<file path="src/rtl/alu_control_pipe.sv">
// ALU control decoder with a one-cycle registered output and an IDLE/BUSY
// tracker that holds off new requests while a multi-cycle M-extension op runs.
module alu_control_pipe #(
  parameter int unsigned OP_W    = 5,
  parameter bit          M_EXT   = 1'b1,
  parameter int unsigned MUL_LAT = 2,
  parameter int unsigned DIV_LAT = 32
) (
  input  logic            clk,
  input  logic            reset,
  input  logic            in_valid,
  output logic            in_ready,
  input  logic [1:0]      alu_op,
  input  logic [2:0]      funct3,
  input  logic            funct7_5,
  input  logic            funct7_0,
  input  logic            stall,
  input  logic            flush,
  output logic [OP_W-1:0] op,
  output logic            out_valid,
  output logic            illegal,
  output logic            busy,
  output logic            done
);

  localparam int unsigned MAX_LAT = (MUL_LAT > DIV_LAT) ? MUL_LAT : DIV_LAT;
  localparam int unsigned CNT_W   = (MAX_LAT > 1) ? $clog2(MAX_LAT) : 1;

  localparam logic [CNT_W-1:0] MUL_CNT = CNT_W'(MUL_LAT - 1);
  localparam logic [CNT_W-1:0] DIV_CNT = CNT_W'(DIV_LAT - 1);

  localparam logic [4:0] OP_AND  = 5'b00000;
  localparam logic [4:0] OP_OR   = 5'b00001;
  localparam logic [4:0] OP_ADD  = 5'b00010;
  localparam logic [4:0] OP_XOR  = 5'b00011;
  localparam logic [4:0] OP_SLL  = 5'b00100;
  localparam logic [4:0] OP_SRL  = 5'b00101;
  localparam logic [4:0] OP_SUB  = 5'b00110;
  localparam logic [4:0] OP_SRA  = 5'b00111;
  localparam logic [4:0] OP_SLT  = 5'b01000;
  localparam logic [4:0] OP_SLTU = 5'b01001;

  typedef enum logic {StIdle, StBusy} state_e;

  state_e           r_state;
  state_e           w_state_d;
  logic [CNT_W-1:0] r_cnt;
  logic [CNT_W-1:0] w_cnt_d;
  logic [4:0]       r_op;
  logic             r_out_valid;
  logic             r_illegal;

  logic [4:0]       w_base;
  logic [4:0]       w_code;
  logic             w_illegal;
  logic             w_is_m;
  logic             w_accept;
  logic [CNT_W-1:0] w_lat_cnt;

  assign busy      = (r_state == StBusy);
  assign done      = busy && (r_cnt == '0);
  assign in_ready  = !stall && !busy;
  assign w_accept  = in_valid && in_ready;
  assign w_lat_cnt = funct3[2] ? DIV_CNT : MUL_CNT;
  assign op        = OP_W'(r_op);
  assign out_valid = r_out_valid;
  assign illegal   = r_illegal;

  // Base funct3 decode shared by R-type (funct7 = 0) and I-type ALU ops.
  always_comb begin
    w_base = OP_ADD;
    unique case (funct3)
      3'b000: w_base = OP_ADD;
      3'b001: w_base = OP_SLL;
      3'b010: w_base = OP_SLT;
      3'b011: w_base = OP_SLTU;
      3'b100: w_base = OP_XOR;
      3'b101: w_base = OP_SRL;
      3'b110: w_base = OP_OR;
      3'b111: w_base = OP_AND;
    endcase
  end

  // Full decode; illegal encodings present ADD and never start a busy period.
  always_comb begin
    w_code    = OP_ADD;
    w_illegal = 1'b0;
    w_is_m    = 1'b0;
    unique case (alu_op)
      2'b00: w_code = OP_ADD;
      2'b01: w_code = OP_SUB;
      2'b10: begin
        unique case ({funct7_5, funct7_0})
          2'b00: w_code = w_base;
          2'b10: begin
            if (funct3 == 3'b000)      w_code = OP_SUB;
            else if (funct3 == 3'b101) w_code = OP_SRA;
            else                       w_illegal = 1'b1;
          end
          2'b01: begin
            if (M_EXT) begin
              w_code = {2'b10, funct3};
              w_is_m = 1'b1;
            end else begin
              w_illegal = 1'b1;
            end
          end
          2'b11: w_illegal = 1'b1;
        endcase
      end
      2'b11: w_code = (funct3 == 3'b101 && funct7_5) ? OP_SRA : w_base;
    endcase
  end

  // FSM next state: load the latency countdown on a legal M op, count down while busy.
  always_comb begin
    w_state_d = r_state;
    w_cnt_d   = r_cnt;
    unique case (r_state)
      StIdle: begin
        if (w_accept && w_is_m) begin
          w_state_d = StBusy;
          w_cnt_d   = w_lat_cnt;
        end
      end
      StBusy: begin
        if (r_cnt == '0) w_state_d = StIdle;
        else             w_cnt_d   = r_cnt - 1'b1;
      end
    endcase
  end

  // State registers; flush beats stall, stall freezes everything, op only moves on accept.
  always_ff @(posedge clk or posedge reset) begin
    if (reset) begin
      r_state     <= StIdle;
      r_cnt       <= '0;
      r_op        <= OP_ADD;
      r_out_valid <= 1'b0;
      r_illegal   <= 1'b0;
    end else if (flush) begin
      r_state     <= StIdle;
      r_cnt       <= '0;
      r_out_valid <= 1'b0;
      r_illegal   <= 1'b0;
    end else if (!stall) begin
      r_state     <= w_state_d;
      r_cnt       <= w_cnt_d;
      r_out_valid <= w_accept;
      r_illegal   <= w_accept && w_illegal;
      if (w_accept) r_op <= w_illegal ? OP_ADD : w_code;
    end
  end

endmodule

</file>
<file path="config.mk">
export PLATFORM = sky130hd
export DESIGN_NAME = alu_control_pipe
export DESIGN_NICKNAME = d
export VERILOG_FILES = /design/src/rtl/alu_control_pipe.sv
export SDC_FILE = /design/constraint.sdc
export NUM_CORES = 1
export LEC_CHECK = 0
export BUFFER_PORTS_ARGS = -buffer_cell sky130_fd_sc_hd__buf_2
export CAP_MARGIN = 20
export CORE_MARGIN = 2
export CORE_UTILIZATION = 40
export DETAILED_ROUTE_END_ITERATION = 8
export PLACE_DENSITY_LB_ADDON = 0.2
export RECOVER_POWER = 25
export SYNTH_ARGS = -nofsm -noshare
export SYNTH_HDL_FRONTEND = slang
export SYNTH_SLANG_ARGS = --single-unit
</file>
<file path="constraint.sdc">
create_clock -name clk -period 2.5 [get_ports clk]
set_input_delay 0.5 -clock clk [delete_from_list [all_inputs] [get_ports clk]]
set_output_delay 0.5 -clock clk [all_outputs]
set_load 0.01 [all_outputs]
</file>
### Yosys cells after proc, flatten, opt, wreduce, memory -nomap -nowiden

Memory sizes are Yosys's and may differ from the RTL's.
Index checks and enable logic that the tools add are counted.

* word-level logic and storage cells: 61
* bits of input ports: 12
* output and inout bits: 10
* flip-flop bits (word level): 13
* memory bits (read-only): 32
* memories: 1

Memory list
* (name not given): words 8, width 4, rd ports 1, clocked after Yosys merged registers in 0, write ports 0, RTL line 72 `unique case (funct3)`

* bitwise logic cells: 3
* multiplexer cells: 27
* equal/unequal tests: 10
* add/sub/neg operators: 1
* reduce and logical (&&, ||, !) cells: 14

Operator list (number)
* 5-bit two-way mux: 7
* 5-bit case mux with 4 select lines: 1
* 5-bit case mux with 3 select lines: 1
* 1-bit two-way mux: 13
* 5-bit case mux with 2 select lines: 1
* 2-bit == test (second input constant): 4
* 1-bit logical AND: 6
* 3-bit two-way mux: 2
* 3-bit inequality test (second input constant): 2
* 3-bit AND reduction: 2
* 5-bit zero test: 1
* 5-bit by 1-bit subtractor with 5-bit output (second input constant): 1
* 2-bit by 1-bit == test with 1-bit output (second input constant): 2
* 2-bit zero test: 2
* 1-bit case mux with 2 select lines: 2
* 3-bit == test (second input constant): 1
* 3-bit zero test: 1
* 1-bit NOT: 3
* 1-bit zero test: 2
* 2-bit by 1-bit inequality test with 1-bit output (second input constant): 1

### Longest topological paths before layout

* depth in word-level cells: 8
* mapped depth: 6
* mapped depth without buffers: 6

### Worst setup path after synthesis

Ideal clock, no wire load.

* path type: input to register
* from: in funct7_5
* to: reg r_cnt[2]
* stages: 5
* setup time: 66 ps
* data arrival time: 1534 ps
* buffers on the path: 1
* required time: 2434 ps
* path slack: 900 ps
* path through: clkbuf_2 -> nand4bb_4 -> o31a_1 -> nor4_2 -> a221o_1

* cells in the longest elaborated chain, start to end: 6

Ends and longest elaborated chain
* start, declared: RTL line 15 `input logic funct7_5,`
* 2-bit by 1-bit == test with 1-bit output: RTL line 93 `unique case ({funct7_5, funct7_0})`
* 1-bit two-way mux: RTL line 93
* 1-bit two-way mux: RTL line 89 `unique case (alu_op)`
* 1-bit logical AND: RTL line 121 `if (w_accept && w_is_m) begin`
* 3-bit inequality test (no source line)
* 3-bit AND reduction (no source line)
* end signal, assigned: RTL line 148 `r_cnt <= w_cnt_d;`
* end, declared: RTL line 47 `logic [CNT_W-1:0] r_cnt;`

Every way passes these cells.
A chain may end at the register's enable or synchronous reset.

### Worst setup path in the final report

* from: reg r_cnt[2]
* to: out done

* cells in the longest elaborated chain, start to end: 2

Ends and longest elaborated chain
* 5-bit zero test: RTL line 61 `assign done = busy && (r_cnt == '0);`
* 1-bit logical AND: RTL line 61
* end, declared: RTL line 23 `output logic done`

Every way passes these cells.

==> impl_results.md <==
* DR vias/cell at 5.49
* Slew headroom at 65.8%
* Global route overflow at 0
* Row Count at 17
* Post-synth ARST share at 100%
* First-pass iteration count of the detailed router at 4
* Req. time, crit path at 2.00 ns
* Final worst-path cycle share at 77.7%
* CTS Buf Count at 3
* Ys flop type: dfrtp_1
* Clock buffer depth at 2
* Ports at 22
* Synthesized net count at 117
* Fmax at slightly above 500 MHz
* Top post-synthesis cells by area: dfrtp_1 31%, nand2_1 4.7%, a21oi_1 3.1%
* Top cell type's share of synthesized area at approximately 31%
* Netlist cell types at 45
* Share of layout cells above drive strength 1 at 29.5%
* Routed Antenna Nets at 0
* Die area at 0.00282 mm²
* Die height at about 53 µm
* Pin count of the biggest net entering global routing at 14
* Placed cells at 146
* DRC Markers at 0
* Worst-path clk slew at ~0.09 ns
* Nets at between 100 and 150
* Register area at 327 µm²
* Total track usage at 17.8%
* Initial DRC Count at 8
* Routed length per placed instance at 14.4 µm
* Hold Path Class: input pin to async pin
* Die Wd at ~53 µm
* Leakage at approximately 0.48 nW
* Post-Syn Area at just under 0.001 mm²
* RSZ-0062 raised after global routing: false
* TNS Setup at 0 ns
* Clock Skews at between 0.005 and 0.006 ns
* Mean Syn Cell Area at just over 9 µm²
* Crit end category: output port
* CP Max Fanout at 6
* Final Power at 0.468 mW
* Final Slew Violations at 0
* VDD IR max at 0.271 mV
* Initial Util at 42.7%
* Pwr/cell area at 430 mW/mm²
* CP Class: flop to output port
* Final Routed Wirelength at ~2.2 mm
* Cts repair resizes at 0
* Fillers at 233
* # diodes at 0
* Area leader, netlist: dfrtp_1
* Final Hold Viols at 0
* Vias at 824
* Max-Cap Viols at 0
* Arrival @ worst endpoint at 1.44 ns
* H-tree level count at 1
* Vias in the first global route at 749
* CTS hold repair buffers at 0
* Post-synthesis sequential area ratio at ~34%
* Clock Latency Late Sink at roughly 0.28 ns
* Initial antenna violation count at 0
* Post-DP HPWL at about 1.7 mm
* EDFF count, synth at 0
* Setup ws final at between 0.5 and 0.6 ns
* Final Util at 48.3%
* Total clock sinks at 13
* Ys Warns at 0
* Status: completed
* Worst Tran Pin Value at 0.506 ns
* Post-Synthesis Cells at 103
* Clock root cell: clkbuf_4
* Core outline area at 0.00225 mm²
* # setup viols final at 0
* Setup Fix Bufs, Post-CTS at 0
* CTS tree: yes
* Layout area overhead at 13.1%
* Pre-CTS setup slack at 0.725 ns
* CP startpoint kind: flop
* Yosys reg bits at 13
* # port buffers at 21
* Fin cells at 150
* Footprint of the multi-input gates at 571 µm²
* Clock period minus worst slack at between 1.5 and 2 ns
* RePlAce Congestion at 0.862
* First-pass GRT wire length at approximately 3.6 mm
## area by class of cell
cell class | instances | share of cell area [%]
Sequential cell | 13 | 30.0
Clock buffer | 4 | 2.41
Timing Repair Buffer | 21 | 9.64
Multi-Input combinational cell | 77 | 52.4
Inverter | 7 | 2.41
Tap cell | 28 | 3.21
## final timing paths
check	start	endpoint	slack [ns]	cells after the start
worst min-delay path	reset	op[3]	0.24	2
worst min register to register	out_valid	out_valid	0.48	2
worst max register to register	r_cnt[0]	r_cnt[2]	0.86	5
min in group clk	out_valid	out_valid	0.48	2
max in group asynchronous	reset	op[1]	1.90	2
worst max-delay path	r_cnt[2]	done	0.56	3
## layout by cell type, fill, tap and decap left out, types with 2 or more instances in the layout
master and count:
o31a_1 3, a21oi_1 6, nand2_1 12, a211oi_1 2, nor2_1 5, ha_1 2
a221o_1 3, clkbuf_4 3, o22ai_1 3, buf_2 21, a31oi_1 2, o21ai_0 4
inv_1 7, dfrtp_1 12, nor2b_1 4, nand2b_1 3, mux2_2 2, nor3_1 2
## report_power, final
| group | total (mW) | internal [mW] | switching, mW |
|---|---|---|---|
| Sequential | 0.229 | 0.223 | 0.00580 |
| Clock | 0.136 | 0.0618 | 0.0738 |
| Combinational | 0.104 | 0.0443 | 0.0594 |
| Total | 0.468 | 0.329 | 0.139 |
## metal layers
| metal | part of all wire [%] | wire, µm | global-route usage, % |
|---|---|---|---|
| met4 | 1.2 | 27 | 10.3 |
| met3 | 4.3 | 93 | 2.26 |
| met2 | 45 | 968 | 26.0 |
| met5 | 0 | 0 | 0 |
| met1 | 50 | 1070 | 25.0 |
## kinds of logic after synthesis
family	Yosys count	share of synthesized area, %
AOI/OAI and AO/OA	34	27.3
xor gates and xnor gates	1	0.909
adders and majority gates	2	2.60
buffers and inverters	13	6.88
DFF	13	33.9
muxes	3	3.38
and+or+nand+nor	37	25.1
## cell usage after synthesis (2+ instances only)
cell      number
a211oi_1       2
a21oi_1        6
a221o_1        3
a31oi_1        2
buf_6          2
clkbuf_1       2
dfrtp_1       12
ha_1           2
inv_1          7
mux2_2         2
nand2_1       12
nand2b_1       3
nor2_1         5
nor2b_1        4
nor3_1         2
o21ai_0        4
o22ai_1        3
o31a_1         3
## worst max-delay path, cell delays in order (launching register included)
cell and delay [ns]:
dfrtp_1 0.45, nor3_2 0.33, and3_1 0.25, buf_2 0.14
## sequential cells by signal, summed over array words and instances (netlist names)
register and count:
out_valid 1, busy 1, op 5, illegal 1, r_cnt 5
## metrics by stage
stage / hold WS (ns) / cell area [µm²]
after floorplan: 0.376 / 963
after global placement: 0.463 / 1060
after detailed placement: 0.469 / 1060
after CTS: 0.258 / 1090
after global routing: 0.273 / 1090
final: 0.238 / 1090
Note: power is estimated with default switching activity, not from simulation.
